===== config.mk =====
export PLATFORM = sky130hd
export DESIGN_NAME = regfile_ctrl
export DESIGN_NICKNAME = d
export VERILOG_FILES = /design/src/rtl/regfile_ctrl.sv
export SDC_FILE = /design/constraint.sdc
export NUM_CORES = 1
export LEC_CHECK = 0
export CELL_PAD_IN_SITES_DETAIL_PLACEMENT = 0
export CELL_PAD_IN_SITES_GLOBAL_PLACEMENT = 1
export CORE_MARGIN = 5
export CORE_UTILIZATION = 34
export CTS_CLUSTER_SIZE = 30
export DETAILED_ROUTE_END_ITERATION = 7
export PLACE_DENSITY_LB_ADDON = 0.25
export SLEW_MARGIN = 40
export SYNTH_ARGS = -nofsm -noshare
export SYNTH_HDL_FRONTEND = slang
export SYNTH_SLANG_ARGS = --single-unit

===== constraint.sdc =====
create_clock -name clk -period 1.9 [get_ports clk]
set_input_delay 0.57 -clock clk [delete_from_list [all_inputs] [get_ports clk]]
set_output_delay 0.57 -clock clk [all_outputs]
set_load 0.01 [all_outputs]

===== src/rtl/regfile_ctrl.sv =====
// Moore sequencer for the 8x16 register file datapath; one instruction at a time.
// Optional REGFILE_CTRL_ILLEGAL_EN: illegal codes latch a sticky ERR state instead of a one-cycle no-op.
module regfile_ctrl (
  input  logic       clk,
  input  logic       reset_n,
  input  logic       s,
  input  logic [2:0] opcode,
  input  logic [1:0] op,
  output logic       w,
  output logic [2:0] nsel,
  output logic       vsel,
  output logic       write,
  output logic       loada,
  output logic       loadb,
  output logic       loadc,
  output logic       loads,
  output logic       asel,
  output logic       bsel,
  output logic [1:0] aluop,
  output logic       err
);
`ifdef REGFILE_CTRL_ILLEGAL_EN
  localparam logic ILL_STICKY = 1'b1;
`else
  localparam logic ILL_STICKY = 1'b0;
`endif

  // ST_BAD is the sticky ERR state when enabled, otherwise a silent one-cycle no-op.
  typedef enum logic [2:0] {
    ST_WAIT, ST_WIMM, ST_GETA, ST_GETB, ST_ALU, ST_CMP, ST_WREG, ST_BAD
  } state_t;

  typedef struct packed {
    logic       w;
    logic [2:0] nsel;
    logic       vsel;
    logic       write;
    logic       loada;
    logic       loadb;
    logic       loadc;
    logic       loads;
    logic       asel;
    logic       bsel;
    logic [1:0] aluop;
    logic       err;
  } ctl_t;

  state_t     state, nxt;
  logic [2:0] opc_q, opc_n;
  logic [1:0] op_q, op_n;
  ctl_t       ctl_q;

  function automatic ctl_t ctl_of(input state_t st, input logic [2:0] opc, input logic [1:0] o);
    ctl_t c;
    logic movreg;
    c      = '0;
    movreg = (opc == 3'b110) && (o == 2'b00);
    c.aluop = movreg ? 2'b00 : o;
    case (st)
      ST_WAIT: c.w = 1'b1;
      ST_WIMM: begin c.nsel = 3'b001; c.vsel = 1'b1; c.write = 1'b1; end
      ST_GETA: begin c.nsel = 3'b001; c.loada = 1'b1; end
      ST_GETB: begin c.nsel = 3'b100; c.loadb = 1'b1; end
      ST_ALU:  begin c.loadc = 1'b1; c.asel = movreg; end
      ST_CMP:  begin c.loads = 1'b1; c.aluop = 2'b01; end
      ST_WREG: begin c.nsel = 3'b010; c.write = 1'b1; end
      ST_BAD:  c.err = ILL_STICKY;
      default: c.w = 1'b1;
    endcase
    return c;
  endfunction

  always_comb begin
    nxt   = state;
    opc_n = opc_q;
    op_n  = op_q;
    case (state)
      ST_WAIT: if (s) begin
        opc_n = opcode;
        op_n  = op;
        case ({opcode, op})
          5'b110_10:                     nxt = ST_WIMM;
          5'b110_00, 5'b101_11:          nxt = ST_GETB;
          5'b101_00, 5'b101_10, 5'b101_01: nxt = ST_GETA;
          default:                       nxt = ST_BAD;
        endcase
      end
      ST_WIMM: nxt = ST_WAIT;
      ST_GETA: nxt = ST_GETB;
      // Compare skips the C-register load and the writeback.
      ST_GETB: nxt = (opc_q == 3'b101 && op_q == 2'b01) ? ST_CMP : ST_ALU;
      ST_ALU:  nxt = ST_WREG;
      ST_CMP:  nxt = ST_WAIT;
      ST_WREG: nxt = ST_WAIT;
      ST_BAD:  nxt = ILL_STICKY ? ST_BAD : ST_WAIT;
      default: nxt = ST_WAIT;
    endcase
  end

  // Outputs are registered from the next state so they line up with the state register.
  always_ff @(posedge clk) begin
    if (!reset_n) begin
      state <= ST_WAIT;
      opc_q <= 3'b000;
      op_q  <= 2'b00;
      ctl_q <= ctl_of(ST_WAIT, 3'b000, 2'b00);
    end else begin
      state <= nxt;
      opc_q <= opc_n;
      op_q  <= op_n;
      ctl_q <= ctl_of(nxt, opc_n, op_n);
    end
  end

  assign w     = ctl_q.w;
  assign nsel  = ctl_q.nsel;
  assign vsel  = ctl_q.vsel;
  assign write = ctl_q.write;
  assign loada = ctl_q.loada;
  assign loadb = ctl_q.loadb;
  assign loadc = ctl_q.loadc;
  assign loads = ctl_q.loads;
  assign asel  = ctl_q.asel;
  assign bsel  = ctl_q.bsel;
  assign aluop = ctl_q.aluop;
  assign err   = ctl_q.err;
endmodule


Word level (Yosys, flattened, before mapping)
Cells that the tools add are included.
{ "word_totals": {"reg_bits": 23, "latch_bits": 0, "ram_bits": 0, "mem_bits_ro": 0, "input_bits": 8, "output_inout_bits": 15, "word_cells": 69, "n_memories": 0} }
{ "op_classes": {"add_sub_neg": 0, "mul": 0, "div_mod_pow": 0, "order_cmp": 0, "n_eq_ne": 22, "shifts": 0, "muxes": 18, "bitwise": 1, "reduce_logical": 12} }
{ "ops": {"columns": ["cell", "n"], "rows": [
  ["equality test 5 bit, second input constant", 6],
  ["equality test 3 bit, second input constant", 9],
  ["one-hot mux 3 bit (3 select lines)", 2],
  ["one-hot mux 3 bit (5 select lines)", 1],
  ["equality test 3 x 2 -> 1 bit, second input constant", 4],
  ["2-to-1 mux 3 bit", 3],
  ["2-to-1 mux 1 bit", 8],
  ["2-to-1 mux 2 bit", 4],
  ["equality test 3 x 1 -> 1 bit, second input constant", 2],
  ["logical NOT 3 bit", 2],
  ["OR reduction 2 bit", 3],
  ["OR reduction 3 bit", 2],
  ["OR reduction 4 bit", 1],
  ["equality test 2 x 1 -> 1 bit, second input constant", 1],
  ["logical AND 1 bit", 2],
  ["logical NOT 2 bit", 1],
  ["AND reduction 2 bit", 1],
  ["inverter 1 bit", 1]
]} }

Logic depth before layout (Yosys ltp)
{ "depth": {"ltp_word": 8, "depth_mapped": 5, "depth_no_buf": 5} }

Least setup slack after synthesis
OpenSTA, ideal clock, no wires.
{ "synth_path": {"path_type": "input port to flip-flop", "startpoint": "input port s", "endpoint": "register ctl_q, in the netlist asel", "t_arrival_ns": 1.621, "slack_ns": 0.191, "cell_stages": 4, "cell_sequence": "nor4b_4 > nand3_2 > a21bo_2 > nor4_2"} }
{ "synth_between": {"elab_chain_len": 4, "word_cells_on_any_way": 11} }
{ "synth_rtl": {"columns": ["item", "line", "text"], "rows": [
  ["from (decl)", "6", "input logic s,"],
  ["2-to-1 mux 3 bit or 2-to-1 mux 2 bit (tied branches)", "78", "ST_WAIT: if (s) begin"],
  ["one-hot mux 3 bit (5 select lines) (tied with other cells)", "77", "case (state)"],
  ["equality test 3 bit (tied with other cells)", "59", "case (st)"],
  ["AND reduction 2 bit (no source line) or logical AND 1 bit (tied branches)", null, null],
  ["to (signal assigned)", "106", "ctl_q <= ctl_of(ST_WAIT, 3'b000, 2'b00);"],
  ["to (signal assigned)", "111", "ctl_q <= ctl_of(nxt, opc_n, op_n);"],
  ["to (decl)", "51", "ctl_t ctl_q;"]
]} }
Parallel ways exist; a longest one is shown, timed or not.
A chain may end at the register's enable or synchronous reset.

Worst setup path after layout
{ "layout_path": {"startpoint": "input port opcode[2]", "endpoint": "register ctl_q, in the netlist nsel[0]"} }
{ "layout_between": {"elab_chain_len": 8, "word_cells_on_any_way": 17} }
{ "layout_rtl": {"columns": ["item", "line", "text"], "rows": [
  ["from (decl)", "7", "input logic [2:0] opcode,"],
  ["equality test 5 bit", "81", "case ({opcode, op})"],
  ["OR reduction 3 bit or OR reduction 2 bit (tied branches)", "81", null],
  ["one-hot mux 3 bit (3 select lines) (*)", "81", null],
  ["2-to-1 mux 3 bit (*)", "78", null],
  ["one-hot mux 3 bit (5 select lines) (*)", "77", null],
  ["equality test 3 x 1 -> 1 bit or equality test 3 x 2 -> 1 bit (tied branches)", "59", null],
  ["OR reduction 2 bit (no source line)", null, null],
  ["one-hot mux 3 bit (3 select lines) (*)", "59", null]
]} }
Mark *: on every way between the ends. The rest lies on a longest branch, timed or not.

==> out/qor.csv <==
metric,value,unit
Final Instance Area,1160,µm²
pins over their slew limit,0,
Synth async-reset ratio,0,%
Die X,58.9,µm
max_cap viols,0,
# port buffers,20,
Max VDD drop,0.516,mV
WL met2,795,µm
power per cell area,888,nW/µm²
clock skew,0.00836,ns
Crit path required time,2.13,ns
TritonCTS clock tree,built,
Mean Syn Cell Area,10.4,µm²
status,completed,
routed length per instance,12.7,µm
post-DP HPWL,1350,µm
Synth Register Bits,20,
worst setup margin,0.0642,ns
# diodes,0,
"Top FF cell, synth",dfxtp_1,
first-pass GRT wire length,2820,µm
io pins,23,
Final Util,51.5,%
Sequential Power Share,48.4,%
TritonCTS Sinks,20,
vias per cell,4.72,
Clock Power Share,23.3,%
Top delay family on crit path,compound AO/OA/AOI/OAI gates,
cell count after synthesis,78,
largest net degree at the start of global routing,12,
Critical Path End Type,register,
layout cell share with drive strength beyond 1,21.8,%
endpoints failing hold,0,
crit-path max cell delay,0.48,ns
vias in the first global route,624,
"count leader, synth",dfxtp_1,
clk_lat worst skew,0.29,ns
antenna violations before repair,0,
Yosys warnings,0,
Worst setup SP type,primary input,
Leak,0.454,nW
routed wl met3,98,µm
core area,2250,µm²
ANT nets after route,0,
most common library cells after synthesis,"dfxtp_1 (20), nor2b_1 (10), nor2_1 (6), mux2i_1 (5), a21oi_1 (4)",
RSZ-0062 raised after global routing,no,
met1 WL,832,µm
final setup vio count,0,
FMAX,0.545,GHz
CTS Hold Buffers Added,0,
DRT Pass-1 Iters,4,
num rows,17,
CTS Buffer Depth,2,
Initial Util,36.0,%
Comb pwr share,28.3,%
"EDFF count, synth",0,
worst-path fanout max,4,
ratio of final minimum period to clock period,96.6,%
switch share,27.9,%
Hold Crit Class,reg2reg,
final WL,1750,µm
grt total ovfl,0,
Via Count,652,
clk slew on worst S/H paths,0.11,ns
CTS root buffer,clkbuf_4,
H-tree levels,1,
GR Util All Layers,10.9,%
RD Place Congestion,0.735,
total die area,3470,µm²
DR top layer,met4,
Die H,58.9,µm
minimum clock period,1.84,ns
pre-CTS setup slack,-0.364,ns
synth unique cells,31,
Iter 0 DRT Violations,8,
cell taking the most area after synthesis,dfxtp_1,
DRC,0,
Worst EP arrival,2.07,ns
nets,119,
post-synthesis instance area,812,µm²
Crit-path slowest cell,a2111o_1,
area delta synth->final,43.0,%
fillers,239,
WP buf/inv,1,
WS Path Type,in2reg,
top cell type's share of synthesized area,49.3,%
CTS buffer count,3,
sequential fraction of the synthesis area,49.3,%
Psw,0.287,mW
Synth area leaders,"dfxtp_1 (49%), nor2b_1 (7.7%), mux2i_1 (6.2%), nor4b_4 (2.9%), buf_4 (2.8%)",
crit path cell chain,"clkdlybuf4s50_1, nor4bb_1, a2111o_1, a21o_1, a21oi_1",
placed cell area,1110,µm²
internal power component,0.744,mW
-- per-layer routing --
metal,vias to the layer above,track usage [%]
met5,-,0
met4,0,4.85
met3,2,4.39
met2,13,16.7
met1,299,13.3
li1,338,-
-- cell type report --
type                    count  area [µm²]  share of cell area [%]
clock buffers               4        36.3                    3.13
repair buffers             31         283                    24.4
flip-flops and latches     20         400                    34.5
inverters                   1        3.75                   0.323
multi-input cells          54         403                    34.7
well taps                  28        35.0                    3.02
-- worst paths after layout --
check,startpoint,to,slack (ns),cells after the start
min,opc_q[2],opc_q[2],0.53,2
min reg2reg,opc_q[2],opc_q[2],0.53,2
max reg2reg,state[1],nsel[0],0.34,4
max,opcode[2],nsel[0],0.06,5
-- placed cells by master (no fill, tap or decap), drive strengths merged --
cell type / instances
conb: 2
o211a: 1
buf: 11
nand4bb: 1
and4b: 1
inv: 1
o22ai: 1
o31ai: 1
a21o: 1
clkbuf: 4
or3b: 1
and2: 2
nor2: 6
nor4: 1
nor3b: 2
nor4bb: 1
or3: 1
dfxtp: 20
nor4b: 1
nand3: 3
nor3: 2
a21oi: 4
a2111o: 1
nand2: 2
a21bo: 1
clkdlybuf4s50: 20
nand4: 1
o211ai: 1
nand3b: 1
nor2b: 10
mux2i: 5
-- sequential cells by signal (all words and copies together) (netlist names) --
name / count
vsel: 1
w: 1
op_q: 2
state: 3
loadc: 1
nsel: 3
asel: 1
opc_q: 3
write: 1
aluop: 2
loada: 1
loads: 1
-- logic make-up after synthesis --
family	Yosys count	share of synthesized area, %
flops	20	49.3
buf+inv	5	3.70
compound gates	11	9.86
other cells	1	0.462
simple gates	36	30.5
mux	5	6.16
-- metrics by stage --
step	hold slack (ns)	power, mW	TNS (ns)	std cells
after floorplan	0.474	0.656	0	79
after global placement	0.498	0.783	-3.62	134
after detailed placement	0.513	0.788	-3.97	134
after CTS	0.536	1.04	0	138
after global routing	0.550	1.09	0	138
final	0.530	1.03	0	138
-- power groups by stage --
stage	clock network [mW]	registers, mW	logic (mW)
after floorplan	0	0.516	0.141
after detailed placement	0	0.507	0.280
after CTS	0.249	0.498	0.291
after global routing	0.269	0.506	0.319
final	0.240	0.499	0.292
after global placement	0	0.506	0.276
-- tightest hold or removal path, delay by kind of cell, from the launching register on --
family / cells / cell delay, ns
and+or+nand+nor: 1 / 0.10
DFF: 1 / 0.33
muxes: 1 / 0.06
-- repair_timing --
item	in CTS	in global routing
gates resized for setup	2	2
gates cloned	0	0
pin swaps	0	1
setup buffers	0	0
endpoints found under the setup margin	3	2
No activity file was read; power rests on OpenSTA's default activity.
